--- src/rtl/dino_pkg.sv ---
// Shared definitions for the dino game: scheduler state encodings and
// default speed-scheduler constants.
package dino_pkg;

    typedef enum logic [1:0] {
        SCHED_IDLE   = 2'd0,
        SCHED_RUN    = 2'd1,
        SCHED_FROZEN = 2'd2
    } sched_state_t;

    localparam int unsigned DEF_ACC_W     = 8;
    localparam logic [9:0]  DEF_BASE_INC  = 10'd256;
    localparam logic [9:0]  DEF_INC_STEP  = 10'd32;
    localparam logic [3:0]  DEF_MAX_LEVEL = 4'd15;

endpackage

--- src/rtl/step_burst.sv ---
// Pending-step counter: loads 0..3 steps per tick, saturates at 7, and
// drains one step per cycle as a step pulse.
module step_burst (
    input  logic       clk,
    input  logic       rst_n,
    input  logic       i_clear,
    input  logic       i_load,
    input  logic [1:0] i_k,
    output logic       o_step_pulse
);

    logic [2:0] r_pending;
    logic [2:0] w_base;
    logic [3:0] w_loaded;
    logic [2:0] w_next;

    // A load on a draining cycle adds onto the already-decremented count.
    assign w_base   = (r_pending != '0) ? (r_pending - 3'd1) : '0;
    assign w_loaded = {1'b0, w_base} + {2'b00, i_k};

    always_comb begin
        w_next = w_base;
        if (i_clear) begin
            w_next = '0;
        end else if (i_load) begin
            w_next = w_loaded[3] ? 3'd7 : w_loaded[2:0];
        end
    end

    always_ff @(posedge clk or negedge rst_n) begin
        if (!rst_n) begin
            r_pending <= '0;
        end else begin
            r_pending <= w_next;
        end
    end

    assign o_step_pulse = (r_pending != '0);

endmodule

--- src/rtl/speed_scheduler.sv ---
// Difficulty-driven scroll speed: level tracks score hundreds, a phase
// accumulator turns the level into a burst of step pulses per game tick.
module speed_scheduler
    import dino_pkg::*;
#(
    parameter int unsigned ACC_W     = DEF_ACC_W,
    parameter logic [9:0]  BASE_INC  = DEF_BASE_INC,
    parameter logic [9:0]  INC_STEP  = DEF_INC_STEP,
    parameter logic [3:0]  MAX_LEVEL = DEF_MAX_LEVEL
) (
    input  logic        clk,
    input  logic        rst_n,
    input  logic        game_tick,
    input  logic        game_start,
    input  logic        game_frozen,
    input  logic [15:0] score,
    output logic        step_pulse,
    output logic        busy,
    output logic [3:0]  level,
    output logic [1:0]  state
);

    sched_state_t     r_state;
    sched_state_t     w_state_next;
    logic [3:0]       r_level;
    logic [ACC_W-1:0] r_acc;
    logic [7:0]       r_score_hi_prev;

    logic [9:0]       w_inc;
    logic [ACC_W+1:0] w_sum;
    logic [1:0]       w_k;
    logic             w_tick_fire;
    logic             w_clear;
    logic             w_step;

    assign w_inc       = BASE_INC + 10'(r_level) * INC_STEP;
    assign w_sum       = {2'b00, r_acc} + (ACC_W+2)'(w_inc);
    assign w_k         = w_sum[ACC_W+1:ACC_W];
    assign w_tick_fire = game_tick && (r_state == SCHED_RUN) && !game_frozen && !game_start;
    assign w_clear     = game_start || game_frozen;

    always_comb begin
        w_state_next = r_state;
        case (r_state)
            SCHED_IDLE: begin
                if (game_start) w_state_next = SCHED_RUN;
            end
            SCHED_RUN: begin
                if (game_start)       w_state_next = SCHED_RUN;
                else if (game_frozen) w_state_next = SCHED_FROZEN;
            end
            SCHED_FROZEN: begin
                if (game_start) w_state_next = SCHED_RUN;
            end
            default: w_state_next = SCHED_IDLE;
        endcase
    end

    always_ff @(posedge clk or negedge rst_n) begin
        if (!rst_n) begin
            r_state <= SCHED_IDLE;
        end else begin
            r_state <= w_state_next;
        end
    end

    always_ff @(posedge clk or negedge rst_n) begin
        if (!rst_n) begin
            r_level         <= '0;
            r_acc           <= '0;
            r_score_hi_prev <= 8'h00;
        end else if (game_start) begin
            r_level         <= '0;
            r_acc           <= '0;
            r_score_hi_prev <= 8'h00;
        end else begin
            if ((r_state == SCHED_RUN) && (score[15:8] != r_score_hi_prev)) begin
                r_score_hi_prev <= score[15:8];
                if (r_level < MAX_LEVEL) r_level <= r_level + 4'd1;
            end
            if (w_tick_fire) r_acc <= w_sum[ACC_W-1:0];
        end
    end

    step_burst u_burst (
        .clk          (clk),
        .rst_n        (rst_n),
        .i_clear      (w_clear),
        .i_load       (w_tick_fire),
        .i_k          (w_k),
        .o_step_pulse (w_step)
    );

    assign step_pulse = w_step;
    assign busy       = w_step;
    assign level      = r_level;
    assign state      = r_state;

endmodule

--- config.mk ---
export PLATFORM = sky130hd
export DESIGN_NAME = speed_scheduler
export DESIGN_NICKNAME = d
export VERILOG_FILES = /design/src/rtl/dino_pkg.sv /design/src/rtl/step_burst.sv /design/src/rtl/speed_scheduler.sv
export SDC_FILE = /design/constraint.sdc
export NUM_CORES = 1
export LEC_CHECK = 0
export CAP_MARGIN = 20
export CORE_ASPECT_RATIO = 0.9
export CORE_MARGIN = 2
export CORE_UTILIZATION = 53
export CTS_CLUSTER_DIAMETER = 150
export DETAILED_ROUTE_END_ITERATION = 6
export GPL_ROUTABILITY_DRIVEN = 0
export HOLD_SLACK_MARGIN = 0.02
export PLACE_DENSITY = 0.83
export SYNTH_ARGS = -nofsm -noshare
export SYNTH_HDL_FRONTEND = slang
export SYNTH_SLANG_ARGS = --single-unit
--- constraint.sdc ---
create_clock -name clk -period 7.64 [get_ports clk]
set_clock_uncertainty 0.15 [all_clocks]
set_input_delay 2.292 -clock clk [delete_from_list [all_inputs] [get_ports clk]]
set_output_delay 2.292 -clock clk [all_outputs]
set_load 0.1 [all_outputs]
==> results of run 1 <==
cell usage after synthesis, drive strengths merged, types with 3 or more instances:
cell type  count
xor2           8
mux2i         10
clkbuf         3
a21oi         14
dfrtp         20
nor2           6
nor2b          5
inv            8
ha             8
nand2          5
nand2b        18
nor4           3
area by class of cell:
class	instances	area share, %
Tap cell	28	2.17
Clock inverter	1	1.86
Multi-Input combinational cell	101	49.3
Inverter	8	1.86
Timing Repair Buffer	20	12.4
Sequential cell	20	31.0
Clock buffer	3	1.40
cells by family (layout without fill, tap and decap cells):
family	count (synthesis)	in the layout	synth area share, %
AO/OA/AOI/OAI	22	22	10.8
XOR/XNOR	10	10	6.51
adder cells (fa/ha/maj)	10	10	10.4
buffers and inverters	12	32	3.63
flip-flops	20	20	37.2
multiplexers	12	12	9.40
AND/OR/NAND/NOR	47	47	22.0
worst paths after layout:
path	start	end	slack, ns	cells after the start
setup reg to reg	level[1]	u_burst.r_pending[1]	4.65	9
min in group asynchronous	rst_n	r_acc[6]	2.32	1
max in group asynchronous	rst_n	u_burst.r_pending[1]	4.49	1
setup / recovery	u_burst.r_pending[0]	step_pulse	2.95	5
hold / removal	state[1]	state[0]	0.40	1
hold reg to reg	state[1]	state[0]	0.40	1
sequential cells by signal, summed over array words and instances, names as in the netlist:
signal and cells:
r_score_hi_prev 8, u_burst.r_pending 3, level 4, r_acc 3, state 2
routing by layer:
layer | GRT usage [%] | part of all wire (%) | vias to the layer above
met2 | 33.9 | 52 | 21
met1 | 24.1 | 43 | 485
met4 | 5.04 | 0.56 | 0
met3 | 5.72 | 4.2 | 2
met5 | 0 | 0 | -
li1 | - | - | 496
per-stage QoR:
stage | setup WS (ns) | instances
finish | 2.95 | 181
global route | 2.84 | 181
CTS | 2.93 | 181
detailed placement | 3.28 | 177
global placement | 3.32 | 177
floorplan | 3.51 | 133
worst max-delay path, cell delays in order (launching register included):
cell and delay [ns]:
dfrtp_1 0.40, or2_2 0.29, inv_1 0.08, ha_1 0.16
inv_1 0.05, clkdlybuf4s50_1 0.96
power by group through the flow:
stage           Clock, W  Sequential [W]  Combinational [W]
2_1_floorplan          0        0.000144          0.0000471
3_3_place_gp           0        0.000124          0.0000890
3_5_place_dp           0        0.000125          0.0000924
4_1_cts        0.0000875        0.000123          0.0000925
5_1_grt        0.0000916        0.000124          0.0000988
6_report       0.0000856        0.000123          0.0000913
==> impl_metrics.tcl, run 1 <==
set metrics [dict create \
    crit_arrival_ns 2.25 \
    hp-class "reg2reg" \
    h-tree-depth 1 \
    num_rows 17 \
    switchingPower_w 0.000100 \
    cts.repair.resized 0 \
    synth.area.top_cells "dfrtp_1 (37%), nand2b_1 (8.4%), ha_1 (7.4%)" \
    grt_usage_pct 19.6 \
    p_comb_share_pct 30.5 \
    fmax_ghz 0.213 \
    clockPowerShare_pct 28.6 \
    drive_gt1_share_pct 7.19 \
    synth_area_um2 1350 \
    cts_tree "yes" \
    die_h_um 51.8 \
    synth_nets 164 \
    cts_hold_buf 0 \
    die_w_um 57.1 \
    netSwitchingFraction_pct 33.6 \
    synth_top_cell_area_share_pct 37.2 \
    detail_route.iter0.violations 24 \
    post-route-util_pct 66.6 \
    status "completed" \
    ir_worst_vdd_v 0.000146 \
    slew_violations 0 \
    setup_viol 0 \
    route.detailed.drc 0 \
    hold_violations 0 \
    drv_cap 0 \
    num_antenna_cells 0 \
    end_kind "primary output" \
    rsz0062_at_grt "false" \
    crit_fanout 3 \
    relSlewSlack_pct 35.5 \
    cts_buffers 3 \
    worst_setup_path_start_kind "flip-flop" \
    detail-route-antenna-nets 0 \
    yosysWarningCount 0 \
    cp.required_ns 5.20 \
    viasPerCell 5.55 \
    coreArea_um2 2420 \
    wl_per_cell_um 13.7 \
    dieArea_um2 2960 \
    criticalPathCategory "reg2out" \
    drtPass1Iterations 4 \
    vias 1004 \
    p_leak_nw 0.738 \
    clockBufferDepth 2 \
    ys.flop_type "dfrtp_1" \
    dp_hpwl_um 2000 \
    yosysSeqAreaShare_pct 37.2 \
    hold_ws_ns 0.398 \
    grt_overflow_total 0 \
    synth_edf_count 0 \
    synth_area_per_cell_um2 10.1 \
    final_cell_mix "clkdlybuf4s50_1 (20), dfrtp_1 (20), nand2b_1 (18)" \
    grt_pass1_wl_um 4430 \
    antenna_found_initial 0 \
    fin_crit_ns 4.69 \
    ys_ff_latch 20 \
    yosysTopAreaCell "dfrtp_1" \
    grt_pass1_vias 1038 \
    fin_setup_tns_ns 0 \
    fin_crit_sh_pct 61.4 \
    power_w 0.000299 \
    grt_start_max_net_pins 32 \
    worst_slew_pin_slew_ns 0.964 \
    clock_sinks 20 \
    clk_latency_ns 0.30 \
    synth.distinct_cells 34 \
    nFillCells 210 \
    syn_inst 133 \
    nets 185 \
    ios 29 \
    pwr_density_cell_nw_per_um2 186 \
    async_flop_share_pct 100 \
    design_area_um2 1610 \
    p_seq_share_pct 40.9 \
    seq_area_um2 500 \
    area_growth_pct 20.0 \
    intPower_w 0.000199 \
    multi_input_area_um2 796 \
    numPortBuffers 20 \
    root_buffer "clkbuf_4" \
    wl_um 2490 \
    path_clk_slew_ns 0.11 \
    placed_area_um2 1560 \
    postCtsSetupBuffers 0 \
    start_util_pct 55.5 \
]
(Power assumes the default switching activity.)
==> run 2: changes to the inputs <==
--- a/config.mk
+++ b/config.mk
@@ -8,12 +8,12 @@
 export CAP_MARGIN = 20
 export CORE_ASPECT_RATIO = 0.9
 export CORE_MARGIN = 2
-export CORE_UTILIZATION = 53
+export CORE_UTILIZATION = 50
 export CTS_CLUSTER_DIAMETER = 150
 export DETAILED_ROUTE_END_ITERATION = 6
 export GPL_ROUTABILITY_DRIVEN = 0
 export HOLD_SLACK_MARGIN = 0.02
-export PLACE_DENSITY = 0.83
+export PLACE_DENSITY = 0.79
 export SYNTH_ARGS = -nofsm -noshare
 export SYNTH_HDL_FRONTEND = slang
 export SYNTH_SLANG_ARGS = --single-unit
==> constraint.sdc (replaced) <==
create_clock -name clk -period 4.4 [get_ports clk]
set_clock_uncertainty 0.15 [all_clocks]
set_input_delay 1.32 -clock clk [delete_from_list [all_inputs] [get_ports clk]]
set_output_delay 1.32 -clock clk [all_outputs]
set_load 0.1 [all_outputs]
==> impl_metrics.tcl, run 2 (synthesis gave the netlist of run 1 again) <==
set metrics [dict create \
    status "finished with violations" \
    violations "design-rule violations" \
    pwr_density_cell_nw_per_um2 291 \
    detail-route-antenna-nets 0 \
    criticalPathCategory "reg2out" \
    final_cell_mix "clkdlybuf4s50_1 (20), dfrtp_1 (20), nand2b_1 (18)" \
    fin_crit_sh_pct 85.7 \
    dp_slack_ns 0.969 \
    die_w_um 58.7 \
    intPower_w 0.000285 \
    min_from "r_score_hi_prev[6]" \
    detail_route.iter0.violations 29 \
    antenna_found_initial 0 \
    postCtsSetupBuffers 0 \
    largest_reg_flops 8 \
    hp-class "reg2reg" \
    clockPowerShare_pct 19.3 \
    fin_setup_tns_ns 0 \
    end_kind "primary output" \
    relSlewSlack_pct 34.4 \
    grt_usage_pct 19.2 \
    ff2ff_path_depth 7 \
    die_h_um 53.2 \
    rsz0062_at_grt "false" \
    clock_sinks 20 \
    path_clk_slew_ns 0.12 \
    cts.repair.resized 0 \
    vias 998 \
    drtPass1Iterations 6 \
    cts_hold_buf 0 \
    switchingPower_w 0.000176 \
    p_comb_share_pct 34.6 \
    wl_um 2630 \
    nFillCells 203 \
    top_register "r_score_hi_prev" \
    crit_arrival_ns 2.30 \
    design_area_um2 1580 \
    coreArea_um2 2510 \
    p_seq_share_pct 46.1 \
    drv_cap 0 \
    worst_slew_pin_slew_ns 0.981 \
    r2r_setup_slack_ns 1.47 \
    clockBufferDepth 2 \
    p_leak_nw 0.724 \
    grt_start_max_net_pins 32 \
    fin_crit_ns 3.77 \
    h-tree-depth 1 \
    placed_area_um2 1560 \
    holdPathStages 2 \
    dieArea_um2 3120 \
    hold_ws_ns 0.416 \
    hold-path-endpoint "r_score_hi_prev[6]" \
    reg2reg_to "u_burst.r_pending[1]" \
    numPortBuffers 20 \
    setup_ws_ns 0.628 \
    worst_setup_path_start_kind "flip-flop" \
    start_util_pct 53.6 \
    hold_violations 0 \
    slew_violations 0 \
    cp.required_ns 2.93 \
    crit_fanout 3 \
    viasPerCell 5.54 \
    area_growth_pct 17.8 \
    fmax_ghz 0.265 \
    num_antenna_cells 0 \
    route.detailed.drc 1 \
    drive_gt1_share_pct 6.58 \
    nets 185 \
    ios 29 \
    wl_per_cell_um 14.6 \
    worstReg2RegStart "level[0]" \
    cts_buffers 3 \
    grt_pass1_wl_um 4460 \
    dp_hpwl_um 1990 \
    clk_latency_ns 0.31 \
    root_buffer "clkbuf_4" \
    netSwitchingFraction_pct 38.2 \
    grt_pass1_vias 1027 \
    power_w 0.000462 \
    cts_tree "yes" \
    ir_worst_vdd_v 0.000176 \
    setup_viol 0 \
    num_rows 17 \
    grt_overflow_total 0 \
]
[run 2: changes by cell type in the layout (fill, tap and decap cells not counted)]
cell	previous run	this run
bufinv_16	1	0
[run 2: routing by layer]
| metal | routed length (um) | up-vias | share of wire (%) | track usage [%] |
|---|---|---|---|---|
| li1 | - | 494 | - | - |
| met1 | 1220 | 479 | 47 | 22.9 |
| met2 | 1270 | 23 | 48 | 35.0 |
| met3 | 113 | 2 | 4.3 | 5.13 |
| met4 | 13 | 0 | 0.50 | 3.03 |
| met5 | 0 | - | 0 | 0 |
[run 2: worst max path at each step]
stage,startpoint,endpoint,slack [ns],cells after the start
finish,u_burst.r_pending[0],step_pulse,0.63,5
global route,u_burst.r_pending[1],step_pulse,0.57,5
CTS,u_burst.r_pending[0],step_pulse,0.62,5
detailed placement,u_burst.r_pending[1],step_pulse,0.97,5
global placement,u_burst.r_pending[0],step_pulse,1.04,5
floorplan,level[1],u_burst.r_pending[1],1.22,9
[run 2: area by class of cell]
class	count	area, um^2	share of cell area (%)
Inverter	8	30.0	1.90
Timing Repair Buffer	20	200	12.6
Sequential cell	20	500	31.6
Multi-Input combinational cell	101	796	50.2
Tap cell	28	35.0	2.21
Clock buffer	3	22.5	1.42
[run 2: power by group through the flow]
stage          Combinational [W]  Sequential (W)  Clock [W]
6_report                0.000160        0.000213  0.0000891
5_1_grt                 0.000172        0.000215  0.0000997
4_1_cts                 0.000161        0.000213  0.0000927
3_5_place_dp            0.000161        0.000217          0
3_3_place_gp            0.000155        0.000215          0
2_1_floorplan          0.0000817        0.000249          0
[run 2: per-stage QoR]
stage	util [%]	cells
5_1_grt	63.1	180
3_3_place_gp	62.2	177
2_1_floorplan	-	133
3_5_place_dp	62.2	177
6_report	63.1	180
4_1_cts	63.1	180
[run 2: critical path: stages (launching register included)]
cell             delay, ns
dfrtp_1               0.41
or2_2                 0.30
inv_1                 0.09
ha_1                  0.18
inv_1                 0.06
clkdlybuf4s50_1       0.96
==> run 3: changes to the inputs <==
--- a/config.mk
+++ b/config.mk
@@ -12,7 +12,6 @@
 export CTS_CLUSTER_DIAMETER = 150
 export DETAILED_ROUTE_END_ITERATION = 6
 export GPL_ROUTABILITY_DRIVEN = 0
-export HOLD_SLACK_MARGIN = 0.02
 export PLACE_DENSITY = 0.79
 export SYNTH_ARGS = -nofsm -noshare
 export SYNTH_HDL_FRONTEND = slang
==> results of run 3 <==
The final DEF is identical to that of run 2; final timing and power are the same.
==> variant 1: new RTL, settings of run 2 <==
The package constant `DEF_MAX_LEVEL` goes from 4'd15 to 4'd8.
--- a/src/rtl/dino_pkg.sv
+++ b/src/rtl/dino_pkg.sv
@@ -11,7 +11,7 @@
     localparam int unsigned DEF_ACC_W     = 8;
     localparam logic [9:0]  DEF_BASE_INC  = 10'd256;
     localparam logic [9:0]  DEF_INC_STEP  = 10'd32;
-    localparam logic [3:0]  DEF_MAX_LEVEL = 4'd15;
+    localparam logic [3:0]  DEF_MAX_LEVEL = 4'd8;
 
 endpackage
 
Behaviour: no difference found for any inputs over 10 cycles, from zero or initial values and one cycle with rst_n low; that may be too few to reach the edited logic, so the function may still have changed.
==> variant 1 against run 2 <==
Critical path depth is the same. Wire length shrank 4.0%. Count of clock-buffer cells in the layout is the same. Setup slack gained 28 ps. Global-route usage grew 0.42 points. Final area shrank 1.8%. Sequential cell count is the same. Synthesized cell count shrank 4.5%. Synthesized area shrank 3.5%. Power grew 12%. Critical path type unchanged. Highest routed layer unchanged.
==> variant 1: results (changes against run 2) <==
stage	metric	value	unit	change
run_status	outcome	complete, no violations		was finished with violations
global_routing	grt_pass1_wl	4450	µm	was 4464 µm
logic_synthesis	synthAdderAreaFrac	10.80	%	was 10.42%
power	vdd.ir_drop.worst	0.2766	mV	was 0.1755 mV
global_routing	track_usage	19.58	%	was 19.16%
power	static-leakage-power	0.7127	nW	was 0.7243 nW
logic_synthesis	synthMuxAreaShare	10.03	%	was 9.395%
place	dp.final_hpwl	1896	µm	was 1991 µm
global_routing	grt_pass1_vias	1022		was 1027
logic_synthesis	ys_top_cells_by_area	sky130_fd_sc_hd__dfrtp_1 (39%), sky130_fd_sc_hd__ha_1 (7.7%), sky130_fd_sc_hd__mux2i_1 (7.7%)		was sky130_fd_sc_hd__dfrtp_1 (37%), sky130_fd_sc_hd__nand2b_1 (8.4%), sky130_fd_sc_hd__ha_1 (7.4%)
final_layout	nNetsFinal	178		was 185
setup_path	critical_path_peak_fanout	2		was 3
final_layout	drive_gt1_share	5.479	%	was 6.579%
logic_synthesis	synth_top_cell_area_share	38.57	%	was 37.21%
routing	totalWireLength	2521	µm	was 2625 µm
routing	routed_via_density	5.695		was 5.544
power	netSwitchingFraction	33.21	%	was 38.21%
place	dpl-instance-area	1503	µm²	was 1562 µm²
routing	drt-initial-drc-count	12		was 29
setup_path	critical_path_data_arrival_time	2270	ps	was 2300 ps
logic_synthesis	synth.net_count	158		was 164
logic_synthesis	yosys.area_share.xor_xnor	6.750	%	was 6.512%
timing	max-slew-margin-rel	35.22	%	was 34.38%
logic_synthesis	synth_top_cells_by_count	sky130_fd_sc_hd__dfrtp_1 (20), sky130_fd_sc_hd__nand2b_1 (15), sky130_fd_sc_hd__mux2i_1 (10), sky130_fd_sc_hd__xnor2_1 (10), sky130_fd_sc_hd__a21oi_1 (9)		was sky130_fd_sc_hd__dfrtp_1 (20), sky130_fd_sc_hd__nand2b_1 (18), sky130_fd_sc_hd__a21oi_1 (12)
logic_synthesis	synth-seq-area-share	38.57	%	was 37.21%
routing	number_of_detailed_route_iterations_in_the_first_pass	4		was 6
[variant 1: changes by cell type after synthesis, moves of 2 or more]
cell                              run 2  this run
sky130_fd_sc_hd__a21oi_1             12         9
sky130_fd_sc_hd__nand2_1              5         3
sky130_fd_sc_hd__nand2b_1            18        15
sky130_fd_sc_hd__nand3_1              2         0
sky130_fd_sc_hd__nand4_1              0         2
sky130_fd_sc_hd__nor2_1               6         8
sky130_fd_sc_hd__nor4_4               2         0
sky130_fd_sc_hd__or2b_1               1         3
sky130_fd_sc_hd__xnor2_1              2        10
sky130_fd_sc_hd__xor2_1               8         0
[variant 1: area by class of cell]
cell class,instances,area (µm²)
fillers,212,912.1
multi-input cells,94,737.0
flip-flops and latches,20,500.5
repair buffers,20,200.2
well taps,28,35.03
clock inverters,1,30.03
inverters,8,30.03
clock buffers,3,22.52
[variant 1: worst paths after layout]
kind                       depth (start not counted)  slack [ps]                  from                    to
setup / recovery                                   5         660  u_burst.r_pending[1]                  busy
hold / removal                                     1         380              state[1]              state[0]
max in group asynchronous                          1        2210                 rst_n    r_score_hi_prev[0]
min in group asynchronous                          1        1350                 rst_n              state[1]
hold reg to reg                                    1         380              state[1]              state[0]
setup reg to reg                                   9        1680              level[1]  u_burst.r_pending[1]
[variant 1: stage by stage]
stage	util, %	instances	setup WS (ps)	hold WS (ps)
3_5_place_dp	60.90	170	1008	365.8
2_1_floorplan	-	127	1235	372.4
5_1_grt	63.03	174	519.7	419.6
3_3_place_gp	60.90	170	1049	336.3
4_1_cts	63.03	174	656.3	386.1
6_report	63.03	174	655.2	377.8
[variant 1: worst reg2reg max path, cell delays in order (launching register included)]
cell and delay (ps):
sky130_fd_sc_hd__dfrtp_1 490, sky130_fd_sc_hd__ha_1 330, sky130_fd_sc_hd__a21o_1 190, sky130_fd_sc_hd__a21oi_1 170, sky130_fd_sc_hd__xnor2_1 140, sky130_fd_sc_hd__ha_1 180, sky130_fd_sc_hd__inv_1 60, sky130_fd_sc_hd__fa_1 420
sky130_fd_sc_hd__nor3b_1 150, sky130_fd_sc_hd__a2111oi_2 340
[variant 1: metal layers]
metal	GRT usage, %	wire [µm]	up-vias
met5	0	0	-
met4	10.08	70	0
met3	2.222	91	8
met2	34.66	1261	27
met1	23.53	1098	486
li1	-	-	470
[variant 1: power groups by stage]
stage / sequential [mW] / clock (mW) / combinational, mW
floorplan: 0.249 / 0 / 0.0774
global placement: 0.215 / 0 / 0.148
detailed placement: 0.216 / 0 / 0.152
CTS: 0.213 / 0.153 / 0.153
global route: 0.215 / 0.161 / 0.165
finish: 0.213 / 0.154 / 0.152
==> variant 2: new RTL, config.mk and constraints of run 2 <==
Without the edit above. Register the inputs `game_tick`, `game_start`, `game_frozen` and `score` before use, with the module's reset. The logic sees them one clock later.
--- a/src/rtl/speed_scheduler.sv
+++ b/src/rtl/speed_scheduler.sv
@@ -20,6 +20,25 @@
     output logic [1:0]  state
 );
 
+    logic game_tick_q;
+    logic game_start_q;
+    logic game_frozen_q;
+    logic [15:0] score_q;
+
+    always_ff @(posedge clk or negedge rst_n) begin
+        if (!rst_n) begin
+            game_tick_q   <= '0;
+            game_start_q  <= '0;
+            game_frozen_q <= '0;
+            score_q       <= '0;
+        end else begin
+            game_tick_q   <= game_tick;
+            game_start_q  <= game_start;
+            game_frozen_q <= game_frozen;
+            score_q       <= score;
+        end
+    end
+
     sched_state_t     r_state;
     sched_state_t     w_state_next;
     logic [3:0]       r_level;
@@ -36,21 +55,21 @@
     assign w_inc       = BASE_INC + 10'(r_level) * INC_STEP;
     assign w_sum       = {2'b00, r_acc} + (ACC_W+2)'(w_inc);
     assign w_k         = w_sum[ACC_W+1:ACC_W];
-    assign w_tick_fire = game_tick && (r_state == SCHED_RUN) && !game_frozen && !game_start;
-    assign w_clear     = game_start || game_frozen;
+    assign w_tick_fire = game_tick_q && (r_state == SCHED_RUN) && !game_frozen_q && !game_start_q;
+    assign w_clear     = game_start_q || game_frozen_q;
 
     always_comb begin
         w_state_next = r_state;
         case (r_state)
             SCHED_IDLE: begin
-                if (game_start) w_state_next = SCHED_RUN;
+                if (game_start_q) w_state_next = SCHED_RUN;
             end
             SCHED_RUN: begin
-                if (game_start)       w_state_next = SCHED_RUN;
-                else if (game_frozen) w_state_next = SCHED_FROZEN;
+                if (game_start_q)       w_state_next = SCHED_RUN;
+                else if (game_frozen_q) w_state_next = SCHED_FROZEN;
             end
             SCHED_FROZEN: begin
-                if (game_start) w_state_next = SCHED_RUN;
+                if (game_start_q) w_state_next = SCHED_RUN;
             end
             default: w_state_next = SCHED_IDLE;
         endcase
@@ -69,13 +88,13 @@
             r_level         <= '0;
             r_acc           <= '0;
             r_score_hi_prev <= 8'h00;
-        end else if (game_start) begin
+        end else if (game_start_q) begin
             r_level         <= '0;
             r_acc           <= '0;
             r_score_hi_prev <= 8'h00;
         end else begin
-            if ((r_state == SCHED_RUN) && (score[15:8] != r_score_hi_prev)) begin
-                r_score_hi_prev <= score[15:8];
+            if ((r_state == SCHED_RUN) && (score_q[15:8] != r_score_hi_prev)) begin
+                r_score_hi_prev <= score_q[15:8];
                 if (r_level < MAX_LEVEL) r_level <= r_level + 4'd1;
             end
             if (w_tick_fire) r_acc <= w_sum[ACC_W-1:0];
Behaviour: not the same (a bounded check fails within 4 cycles, from zero or initial values and one cycle with rst_n low).
==> variant 2 against run 2 <==
First-iteration DRC count grew 110%. Critical path depth is the same. Largest power group unchanged. Setup slack got worse by 9.3 ps. Synthesized area up 20%. Wire length is 12% higher. Sequential cell count grew 11. Clock power rose by 84%. Power is 40% higher. Final area up 21%.
==> variant 2: results (changes against run 2) <==
stage	metric	value	unit	change
run_status	outcome	complete, no violations		was finished with violations
clocking	cts_made_buffers	5		was 3
timing	worst_slew_pin_slew	971.6	ps	was 981.2 ps
place	dpl-instance-area	1862	µm²	was 1562 µm²
clocking	cts.htree.levels	2		was 1
timing	whs	386.1	ps	was 415.6 ps
global_routing	track_usage	18.50	%	was 19.16%
setup_path	critical_path_peak_fanout	2		was 3
power	vdd.ir_drop.worst	0.2138	mV	was 0.1755 mV
logic_synthesis	ys_top_cells_by_area	sky130_fd_sc_hd__dfrtp_1 (48%), sky130_fd_sc_hd__nand2b_1 (6.9%), sky130_fd_sc_hd__ha_1 (6.2%)		was sky130_fd_sc_hd__dfrtp_1 (37%), sky130_fd_sc_hd__nand2b_1 (8.4%), sky130_fd_sc_hd__ha_1 (7.4%)
final_layout	nNetsFinal	199		was 185
global_routing	met1_demand_to_capacity_share_in_global_routing	21.78	%	was 22.94%
global_routing	grt_pass1_vias	1154		was 1027
logic_synthesis	synth_top_cells_by_count	sky130_fd_sc_hd__dfrtp_1 (31), sky130_fd_sc_hd__nand2b_1 (18), sky130_fd_sc_hd__a21oi_1 (12)		was sky130_fd_sc_hd__dfrtp_1 (20), sky130_fd_sc_hd__nand2b_1 (18), sky130_fd_sc_hd__a21oi_1 (12)
logic_synthesis	post_synth_inst_count	144		was 133
routing	routed_via_density	5.242		was 5.544
final_layout	final.fill_count	238		was 203
place	dp_worst_setup_slack	1006	ps	was 969.0 ps
routing	m1WireLength	1283	µm	was 1224 µm
routing	vias	1106		was 998
place	dp.final_hpwl	2111	µm	was 1991 µm
worst_hold_path	holdPathEnd	state[0]		was r_score_hi_prev[6]
setup_path	worst_setup_path_endpoint	busy		was step_pulse
setup_path	regToRegSetupSlack	1660	ps	was 1470 ps
global_routing	grt_pass1_wl	5064	µm	was 4464 µm
routing	number_of_detailed_route_iterations_in_the_first_pass	4		was 6
worst_hold_path	worst_hold_startpoint	state[1]		was r_score_hi_prev[6]
setup_path	critical_path.reg2reg.startpoint	level[1]		was level[0]
final_layout	drive_gt1_share	8.284	%	was 6.579%
logic_synthesis	synth.net_count	175		was 164
worst_hold_path	min_path_cells	1		was 2
setup_path	reg2reg_depth	9		was 7
power	static-leakage-power	0.8729	nW	was 0.7243 nW
routing	drt-initial-drc-count	61		was 29
[variant 2: kinds of logic after synthesis]
logic type                 Yosys count  share of synthesized area, %
DFF                                 31                         47.88
adders and majority gates           10                         8.649
AOI/OAI and AO/OA                   22                         8.958
buffers and inverters               12                         3.012
and+or+nand+nor                     47                         18.30
xor gates and xnor gates            10                         5.406
muxes                               12                         7.799
[variant 2: cell type report]
cell class | count | area (µm²) | share of cell area, %
multi-input combinational | 101 | 795.8 | 41.62
inverter | 8 | 30.03 | 1.571
timing repair buffer | 21 | 207.7 | 10.86
tap | 42 | 52.55 | 2.749
clock buffer | 7 | 45.04 | 2.356
sequential | 31 | 775.7 | 40.58
clock inverter | 1 | 5.005 | 0.2618
[variant 2: power by group through the flow]
stage	sequential (mW)	combinational, mW	clock (mW)
floorplan	0.361	0.0814	0
global placement	0.330	0.151	0
detailed placement	0.332	0.157	0
CTS	0.326	0.158	0.165
global route	0.330	0.167	0.181
finish	0.326	0.156	0.164
